## config.mk

```make
export PLATFORM = sky130hd
export DESIGN_NAME = fifo_rd_packer
export DESIGN_NICKNAME = d
export VERILOG_FILES = /design/src/rtl/fifo_rd_pkg.sv /design/src/rtl/pack_idle_timer.sv /design/src/rtl/fifo_rd_packer.sv
export SDC_FILE = /design/constraint.sdc
export NUM_CORES = 1
export LEC_CHECK = 0
export ABC_AREA = 1
export CORE_ASPECT_RATIO = 1.2
export CORE_MARGIN = 1.5
export CORE_UTILIZATION = 35
export DETAILED_ROUTE_END_ITERATION = 8
export SLEW_MARGIN = 25
export SYNTH_ARGS = -nofsm -noshare
export SYNTH_HDL_FRONTEND = slang
export SYNTH_SLANG_ARGS = --single-unit
```

## constraint.sdc

```tcl
create_clock -name rd_clk -period 2.06 [get_ports rd_clk]
set_input_delay 0.515 -clock rd_clk [delete_from_list [all_inputs] [get_ports rd_clk]]
set_output_delay 0.515 -clock rd_clk [all_outputs]
set_load 0.005 [all_outputs]
```

## src/rtl/fifo_rd_pkg.sv

```systemverilog
// Shared types and default sizing for the FIFO read-side packer.
package fifo_rd_pkg;

  localparam int unsigned DEF_DATA_WIDTH     = 8;
  localparam int unsigned DEF_PACK_RATIO     = 4;
  localparam int unsigned DEF_TIMEOUT_CYCLES = 16;

  localparam int unsigned WORD_W = DEF_DATA_WIDTH * DEF_PACK_RATIO;
  localparam int unsigned CNT_W  = $clog2(DEF_PACK_RATIO + 1);

  typedef enum logic {
    FILL = 1'b0,
    HOLD = 1'b1
  } state_e;

endpackage

```

## src/rtl/pack_idle_timer.sv

```systemverilog
// Idle counter that flushes a partial word after TIMEOUT_CYCLES quiet cycles.
// Only compiled when RD_PACK_TIMEOUT_EN is defined.
`ifdef RD_PACK_TIMEOUT_EN
module pack_idle_timer #(
  parameter int unsigned TIMEOUT_CYCLES = 16
) (
  input  logic rd_clk,
  input  logic rst,
  input  logic clr,
  input  logic run,
  output logic expired
);

  localparam int unsigned CntW = $clog2(TIMEOUT_CYCLES + 1);
  localparam logic [CntW-1:0] Last = CntW'(TIMEOUT_CYCLES - 1);

  logic [CntW-1:0] count_q, count_d;

  // Count idle cycles; saturate on the last one so a blocked flush keeps firing.
  always_comb begin
    count_d = count_q;
    if (clr) begin
      count_d = '0;
    end else if (run && (count_q != Last)) begin
      count_d = count_q + 1'b1;
    end
  end

  // The cycle that would complete TIMEOUT_CYCLES idle cycles.
  assign expired = run && !clr && (count_q == Last);

  // Counter register with synchronous reset.
  always_ff @(posedge rd_clk) begin
    if (rst) begin
      count_q <= '0;
    end else begin
      count_q <= count_d;
    end
  end

endmodule
`endif

```

## src/rtl/fifo_rd_packer.sv

```systemverilog
// Read-side FIFO consumer: drains bytes one read at a time and packs PACK_RATIO
// of them into a word presented on a valid/ready handshake.
// Optional partial-word flush after an idle timeout: define RD_PACK_TIMEOUT_EN.
module fifo_rd_packer
  import fifo_rd_pkg::*;
#(
  parameter int unsigned DATA_WIDTH     = DEF_DATA_WIDTH,
  parameter int unsigned PACK_RATIO     = DEF_PACK_RATIO,
  parameter int unsigned TIMEOUT_CYCLES = DEF_TIMEOUT_CYCLES
) (
  input  logic                         rd_clk,
  input  logic                         rst,
  output logic                         fifo_rd,
  input  logic [DATA_WIDTH-1:0]        fifo_rdata,
  input  logic                         fifo_valid,
  input  logic                         fifo_empty,
  input  logic                         fifo_underflow,
  output logic [DATA_WIDTH*PACK_RATIO-1:0] out_data,
  output logic [PACK_RATIO-1:0]        out_keep,
  output logic                         out_valid,
  input  logic                         out_ready,
  output logic                         err_underflow
);

  localparam int unsigned WordW = DATA_WIDTH * PACK_RATIO;
  localparam int unsigned CntW  = $clog2(PACK_RATIO + 1);
  localparam logic [CntW-1:0] LastLane = CntW'(PACK_RATIO - 1);

  if (PACK_RATIO < 2 || TIMEOUT_CYCLES < 1) begin : g_bad_params
    $error("fifo_rd_packer: PACK_RATIO must be >= 2 and TIMEOUT_CYCLES >= 1");
  end

  state_e                state_q, state_d;
  logic [CntW-1:0]       cnt_q, cnt_d;
  logic                  inflight_q, inflight_d;
  logic [WordW-1:0]      acc_q, acc_d;
  logic [WordW-1:0]      out_data_q, out_data_d;
  logic [PACK_RATIO-1:0] out_keep_q, out_keep_d;
  logic                  out_valid_q, out_valid_d;
  logic                  err_q, err_d;
  logic                  accept;
  logic                  flush;

  // One read in flight at most; never read while holding a word or in reset.
  always_comb begin
    fifo_rd = (state_q == FILL) && !fifo_empty && !inflight_q && !rst;
    accept  = fifo_valid && inflight_q;
  end

`ifdef RD_PACK_TIMEOUT_EN
  logic                  tmr_run, tmr_clr, tmr_expired;
  logic [PACK_RATIO-1:0] part_keep;

  // Timer runs only while a partial word waits with nothing outstanding.
  always_comb begin
    tmr_run = (state_q == FILL) && (cnt_q != '0) && !inflight_q;
    tmr_clr = accept || (state_q != FILL);
    // A read issued this cycle wins; its byte will clear the timer.
    flush   = tmr_expired && !fifo_rd;
    part_keep = '0;
    for (int i = 0; i < int'(PACK_RATIO); i++) begin
      part_keep[i] = (CntW'(i) < cnt_q);
    end
  end

  pack_idle_timer #(
    .TIMEOUT_CYCLES(TIMEOUT_CYCLES)
  ) u_idle_timer (
    .rd_clk (rd_clk),
    .rst    (rst),
    .clr    (tmr_clr),
    .run    (tmr_run),
    .expired(tmr_expired)
  );
`else
  assign flush = 1'b0;
`endif

  // Next-state: lane fill, word hand-off, sticky underflow.
  always_comb begin
    state_d     = state_q;
    cnt_d       = cnt_q;
    acc_d       = acc_q;
    out_data_d  = out_data_q;
    out_keep_d  = out_keep_q;
    out_valid_d = out_valid_q;
    inflight_d  = fifo_rd;
    err_d       = err_q | fifo_underflow;

    unique case (state_q)
      FILL: begin
        if (accept) begin
          acc_d[cnt_q*DATA_WIDTH +: DATA_WIDTH] = fifo_rdata;
          cnt_d = cnt_q + 1'b1;
          if (cnt_q == LastLane) begin
            out_data_d  = acc_d;
            out_keep_d  = '1;
            out_valid_d = 1'b1;
            state_d     = HOLD;
          end
        end else if (flush) begin
`ifdef RD_PACK_TIMEOUT_EN
          out_data_d  = acc_q;
          out_keep_d  = part_keep;
          out_valid_d = 1'b1;
          state_d     = HOLD;
`endif
        end
      end
      HOLD: begin
        if (out_ready) begin
          out_valid_d = 1'b0;
          cnt_d       = '0;
          // Cleared so unused lanes of a later partial word read as zero.
          acc_d       = '0;
          state_d     = FILL;
        end
      end
    endcase
  end

  // State registers with synchronous active-high reset.
  always_ff @(posedge rd_clk) begin
    if (rst) begin
      state_q     <= FILL;
      cnt_q       <= '0;
      inflight_q  <= 1'b0;
      acc_q       <= '0;
      out_data_q  <= '0;
      out_keep_q  <= '0;
      out_valid_q <= 1'b0;
      err_q       <= 1'b0;
    end else begin
      state_q     <= state_d;
      cnt_q       <= cnt_d;
      inflight_q  <= inflight_d;
      acc_q       <= acc_d;
      out_data_q  <= out_data_d;
      out_keep_q  <= out_keep_d;
      out_valid_q <= out_valid_d;
      err_q       <= err_d;
    end
  end

  assign out_data      = out_data_q;
  assign out_keep      = out_keep_q;
  assign out_valid     = out_valid_q;
  assign err_underflow = err_q;

endmodule

```

# ---- After elaboration in Yosys (flattened, before gate mapping)
# Cells that the tools add are included.
dict set report word_totals {
  ff_bits 72
  latch_bits 0
  ram_bits 0
  mem_bits_ro 0
  input_bits 14
  memories 0
}
dict set report op_classes {
  n_addsub 2
  n_mul 0
  n_div 0
  order_cmp 0
  eq_ne 4
  shifts 2
  muxes 15
  bitwise 2
  n_reduce_logical 10
}
# op n
set ops {}
lappend ops {{$mux W32} 2}
lappend ops {{$pmux W32 S2} 1}
lappend ops {{$neg A6 Y34} 1}
lappend ops {{$shift A8 B34 Y32 const A} 1}
lappend ops {{$shiftx A8 B34 Y32} 1}
lappend ops {{$bwmux W32} 1}
lappend ops {{$mux W1} 6}
lappend ops {{$mux W3} 2}
lappend ops {{$pmux W3 S2} 1}
lappend ops {{$reduce_and A3 Y1} 2}
lappend ops {{$logic_and A1 B1 Y1} 4}
lappend ops {{$ne A2 B2 Y1 const B} 2}
lappend ops {{$pmux W1 S2} 2}
lappend ops {{$add A3 B1 Y3 const B} 1}
lappend ops {{$eq A3 B2 Y1 const B} 1}
lappend ops {{$logic_not A1 Y1} 3}
lappend ops {{$ne A2 B1 Y1 const B} 1}
lappend ops {{$reduce_and A2 Y1} 1}
lappend ops {{$not A1 Y1} 1}
lappend ops {{$or A1 B1 Y1} 1}

# ---- Longest topological paths before layout
dict set report depth {
  ltp_word 5
  mapped_depth 12
}

# ---- Least setup slack after synthesis
# No wires, ideal clock.
dict set report synth_timing {
  path_kind {register -> register}
  start {reg cnt_q[0]}
  end {reg acc_q[0]}
  setup_time_ns 0.070
  t_arrival_ns 1.887
  path_slack_ns 0.103
  stages_incl_launch_ff 11
  n_path_buf 2
  synth_period_minus_slack_ns 1.957
  cell_sequence {dfxtp_1 buf_2 inv_2 ha_1 ha_1 buf_4 nor2_4 nand3_4 nand2_1 nand3_1 a21oi_1}
}
dict set report synth_between {
  elab_chain_cells 5
}
# element line_no
set synth_rtl {}
lappend synth_rtl {{from (decl)} fifo_rd_packer.sv:34} ;# logic [CntW-1:0] cnt_q, cnt_d;
lappend synth_rtl {{from (signal assigned)} fifo_rd_packer.sv:135} ;# cnt_q <= cnt_d;
lappend synth_rtl {{$neg A6 Y34 *} fifo_rd_packer.sv:93} ;# acc_d[cnt_q*DATA_WIDTH +: DATA_WIDTH] = fifo_rdata;
lappend synth_rtl {{$shiftx A8 B34 Y32 or $shift A8 B34 Y32 (tied branches)} fifo_rd_packer.sv:93}
lappend synth_rtl {{$bwmux W32 *} fifo_rd_packer.sv:93}
lappend synth_rtl {{$mux W32 *} fifo_rd_packer.sv:92} ;# if (accept) begin
lappend synth_rtl {{$pmux W32 S2 *} fifo_rd_packer.sv:90} ;# unique case (state_q)
lappend synth_rtl {{to (signal assigned)} fifo_rd_packer.sv:128} ;# acc_q <= '0;
lappend synth_rtl {{to (signal assigned)} fifo_rd_packer.sv:137} ;# acc_q <= acc_d;
lappend synth_rtl {{to (decl)} fifo_rd_packer.sv:36} ;# logic [WordW-1:0] acc_q, acc_d;
# Every way passes the cells marked *; elsewhere a longest branch is shown, timed or not. The select of a mux whose other input is x is not followed.
# A chain may end at the register's enable or synchronous reset.

# ---- Worst setup path in the final report
dict set report layout_timing {
  start {in fifo_empty}
  end {out fifo_rd}
}
dict set report layout_between {
  elab_chain_cells 4
}
# element line_no
set layout_rtl {}
lappend layout_rtl {{from (decl)} fifo_rd_packer.sv:16} ;# input logic fifo_empty,
lappend layout_rtl {{$logic_not A1 Y1} fifo_rd_packer.sv:46} ;# fifo_rd = (state_q == FILL) && !fifo_empty && !inflight_q && !rst;
lappend layout_rtl {{$logic_and A1 B1 Y1 (3 in a row)} fifo_rd_packer.sv:46}
lappend layout_rtl {{to (decl)} fifo_rd_packer.sv:13} ;# output logic fifo_rd,
# No other way between the ends.

==> results.md <==
- GR Overflow Total: 0
- Initial antenna violation count: 0
- Post-synth net total: 511
- Cell count after synthesis: 491
- Clock tree sinks: 72
- H-Tree Depth: 3
- I/O pin count: 53
- Clock Skews: 0.00484 ns
- Post-detailed-route via-to-cell ratio: 4.65
- PortBufs: between 50 and 60
- Net Sw Power: 0.742 mW
- Worst R2R End: acc_q[20]$_SDFFE_PP0P_
- Placeable Area: 9520 um^2
- Sequential power share: 44.6%
- TritonCTS clock tree: yes
- Crit Path Max Fanout: 2
- Int Pwr: between 2 and 2.5 mW
- Reg2Reg Depth: 9
- Worst setup startpoint: fifo_empty
- Pin count of the biggest net entering global routing: 56
- Antenna diode count: 0
- CTS Buffer Depth: 2
- Seq/Total Area, Yosys: 42.2%
- CP Launch Type: input port
- Minimum clock period after layout: 1.95 ns
- Worst-Skew Late Latency: 0.34 ns
- Hold WS: about 0.46 ns
- WL final: 7.99 mm
- Crit share post-route: a little over nine tenths
- Post-DR wirelength/cell: 11.9 um
- Hold depth: 2
- Post-synth top area share: 42.2%
- Layout cells sized above 1: 9.89%
- Post-synth EDFFs: 0
- Status: completed
- Synthesized area per cell: 6.96 um^2
- CTS Root Cell: clkbuf_16
- DR vias: 3111
- Top post-synthesis cells by area: dfxtp_1 (42%), nand2_1 (17%), nor2_1 (8.8%)
- Class of the worst hold path: reg2reg
- Register bit total from synthesis: 72
- GP Congestion: 0.782
- First-pass GRT wire length: 13.4 mm
- Max-cap viol count: 0
- CP max stage delay: between 0.4 and 0.5 ns
- Reg clk slew, reported paths: 0.05 ns
- Final-report setup violation count: 0
- Worst r2r src: cnt_q[0]$_SDFFE_PP0P_
- Top post-synthesis cells by count: nand2_1 (157), nor2_1 (80), dfxtp_1 (72)
- Sw Ratio: 23.5%
- WHS Endpoint: acc_q[1]$_SDFFE_PP0P_
- Setup CP Type: in2out
- CP required: 1.54 ns
- Initial DRC count: 150
- Post-synth ARST share: 0%
- CP arrival: 1.43 ns
- HPWL after detailed placement: 5.40 mm
- Area Growth Syn to Fin: 26.5%
- All-Layer GR Usage: 16.3%
- Worst hold start: acc_q[1]$_SDFFE_PP0P_
- CP Cell Sequence: clkdlybuf4s50_1 > nor4_1 > dlygate4sd2_1
- Total power: 3.16 mW
- Die width: 93.2 um
- Clock Power Share: 47.9%
- Vias in the first global route: 2862
- Comb pwr share: under 10%
- R2r setup slk: 0.26 ns
- Initial DRT Pass Iterations: 4
- Die Footprint: 10400 um^2
- Final Hold Vio Count: 0
- # rows: 39
- Slew of the pin with the lowest slew margin: 0.657 ns
- Fmax: 0.513 GHz
- Power per cell area: 730 nW/um^2
- Area of the mapped netlist: 3420 um^2
- DRC: 0
- Die Y: 111 um
- Max-slew violations: 0
- Most frequent cell after synthesis: nand2_1
- Synth warnings: 0
- Layout Nets: around 560
- CP max stage cell: clkdlybuf4s50_1
- Endpoint type of the worst setup path: primary output
- Max transition margin: between 50% and 60%
- Initial Util: 35.9%
- Post-synth cell types: 25
- LEAKAGE: 1.82 nW
- Inserted Clock Buffers: 9
- Unrepaired setup endpoints after global routing: false
- Cell taking the most area after synthesis: dfxtp_1
- VDD IR-drop max: between 0.0003 and 0.0004 V
- Prevailing post-synth register cell: dfxtp_1
- Post-DRT Antenna Nets: 0
## how the worst max path moves through the flow
stage | end | cells after the start
after floorplan | acc_q[0]$_SDFFE_PP0P_ | 10
after global placement | fifo_rd | 3
after detailed placement | fifo_rd | 3
after CTS | fifo_rd | 3
after global routing | acc_q[19]$_SDFFE_PP0P_ | 9
final | fifo_rd | 3
## what timing repair did
action	CTS	global route
hold buffers	0	0
gates resized for setup	1	1
pin swaps	0	0
buffers inserted	0	0
setup endpoints to repair	1	11
## cell families after synthesis
group | share of synthesized area, %
AOI/OAI and AO/OA | 11.2
adders and majority gates | 2.20
buffers and inverters | 10.4
DFF | 42.2
and+or+nand+nor | 34.1
## metrics by stage
step	instances	setup WS, ns	setup TNS (ns)	area, um^2	util [%]
final	669	0.111	0	4320	45.4
after global routing	669	0.0390	0	4320	45.4
after CTS	669	0.100	0	4320	45.4
after detailed placement	653	-0.184	-0.184	4030	42.4
after global placement	653	-0.203	-0.203	4030	42.4
after floorplan	491	0.103	0	3420	-
## registers in the layout, summed over array words and instances (netlist names)
| signal | flops |
|---|---|
| acc_q | 32 |
| cnt_q | 3 |
| err_underflow | 1 |
| inflight_q | 1 |
| out_data | 32 |
| out_keep | 1 |
| out_valid | 1 |
| state_q | 1 |
## routing by layer
metal / global-route usage, % / vias to the layer above / routed length (um)
met5: 0 / - / 0
met2: 25.9 / 67 / 3720
met3: 3.16 / 18 / 299
met4: 8.69 / 0 / 208
li1: - / 1627 / -
met1: 20.6 / 1399 / 3770
## area by class of cell
cell class | instances | area [um^2]
Inverter | 44 | 165
Clock buffer | 10 | 229
Fill cell | 987 | 5190
Clock inverter | 6 | 60.1
Timing Repair Buffer | 65 | 649
Multi-Input combinational cell | 349 | 1620
Tap cell | 123 | 154
Sequential cell | 72 | 1440
## cells in the final DEF (no fill, tap or decap), drive strengths merged, types with 2 or more instances in the layout
cell             n
nand2          159
nor2            86
dfxtp           72
clkdlybuf4s50   50
inv             43
a21oi           34
o21ai           33
nand3           19
buf             14
clkbuf          10
nand4            8
ha               6
clkinv           4
nor4             2
clkinvlp         2
## power groups by stage
stage	logic (mW)	registers [mW]	clock network (mW)
after floorplan	0.153	1.44	0
after global placement	0.232	1.44	0
after detailed placement	0.234	1.44	0
after CTS	0.235	1.41	1.55
after global routing	0.259	1.41	1.61
final	0.235	1.41	1.51
## worst max-delay path, delay by kind of cell
family | cells | cell delay [ns]
AND/OR/NAND/NOR | 1 | 0.24
buffers and inverters | 2 | 0.68
Note: power is estimated with default switching activity, not from simulation.
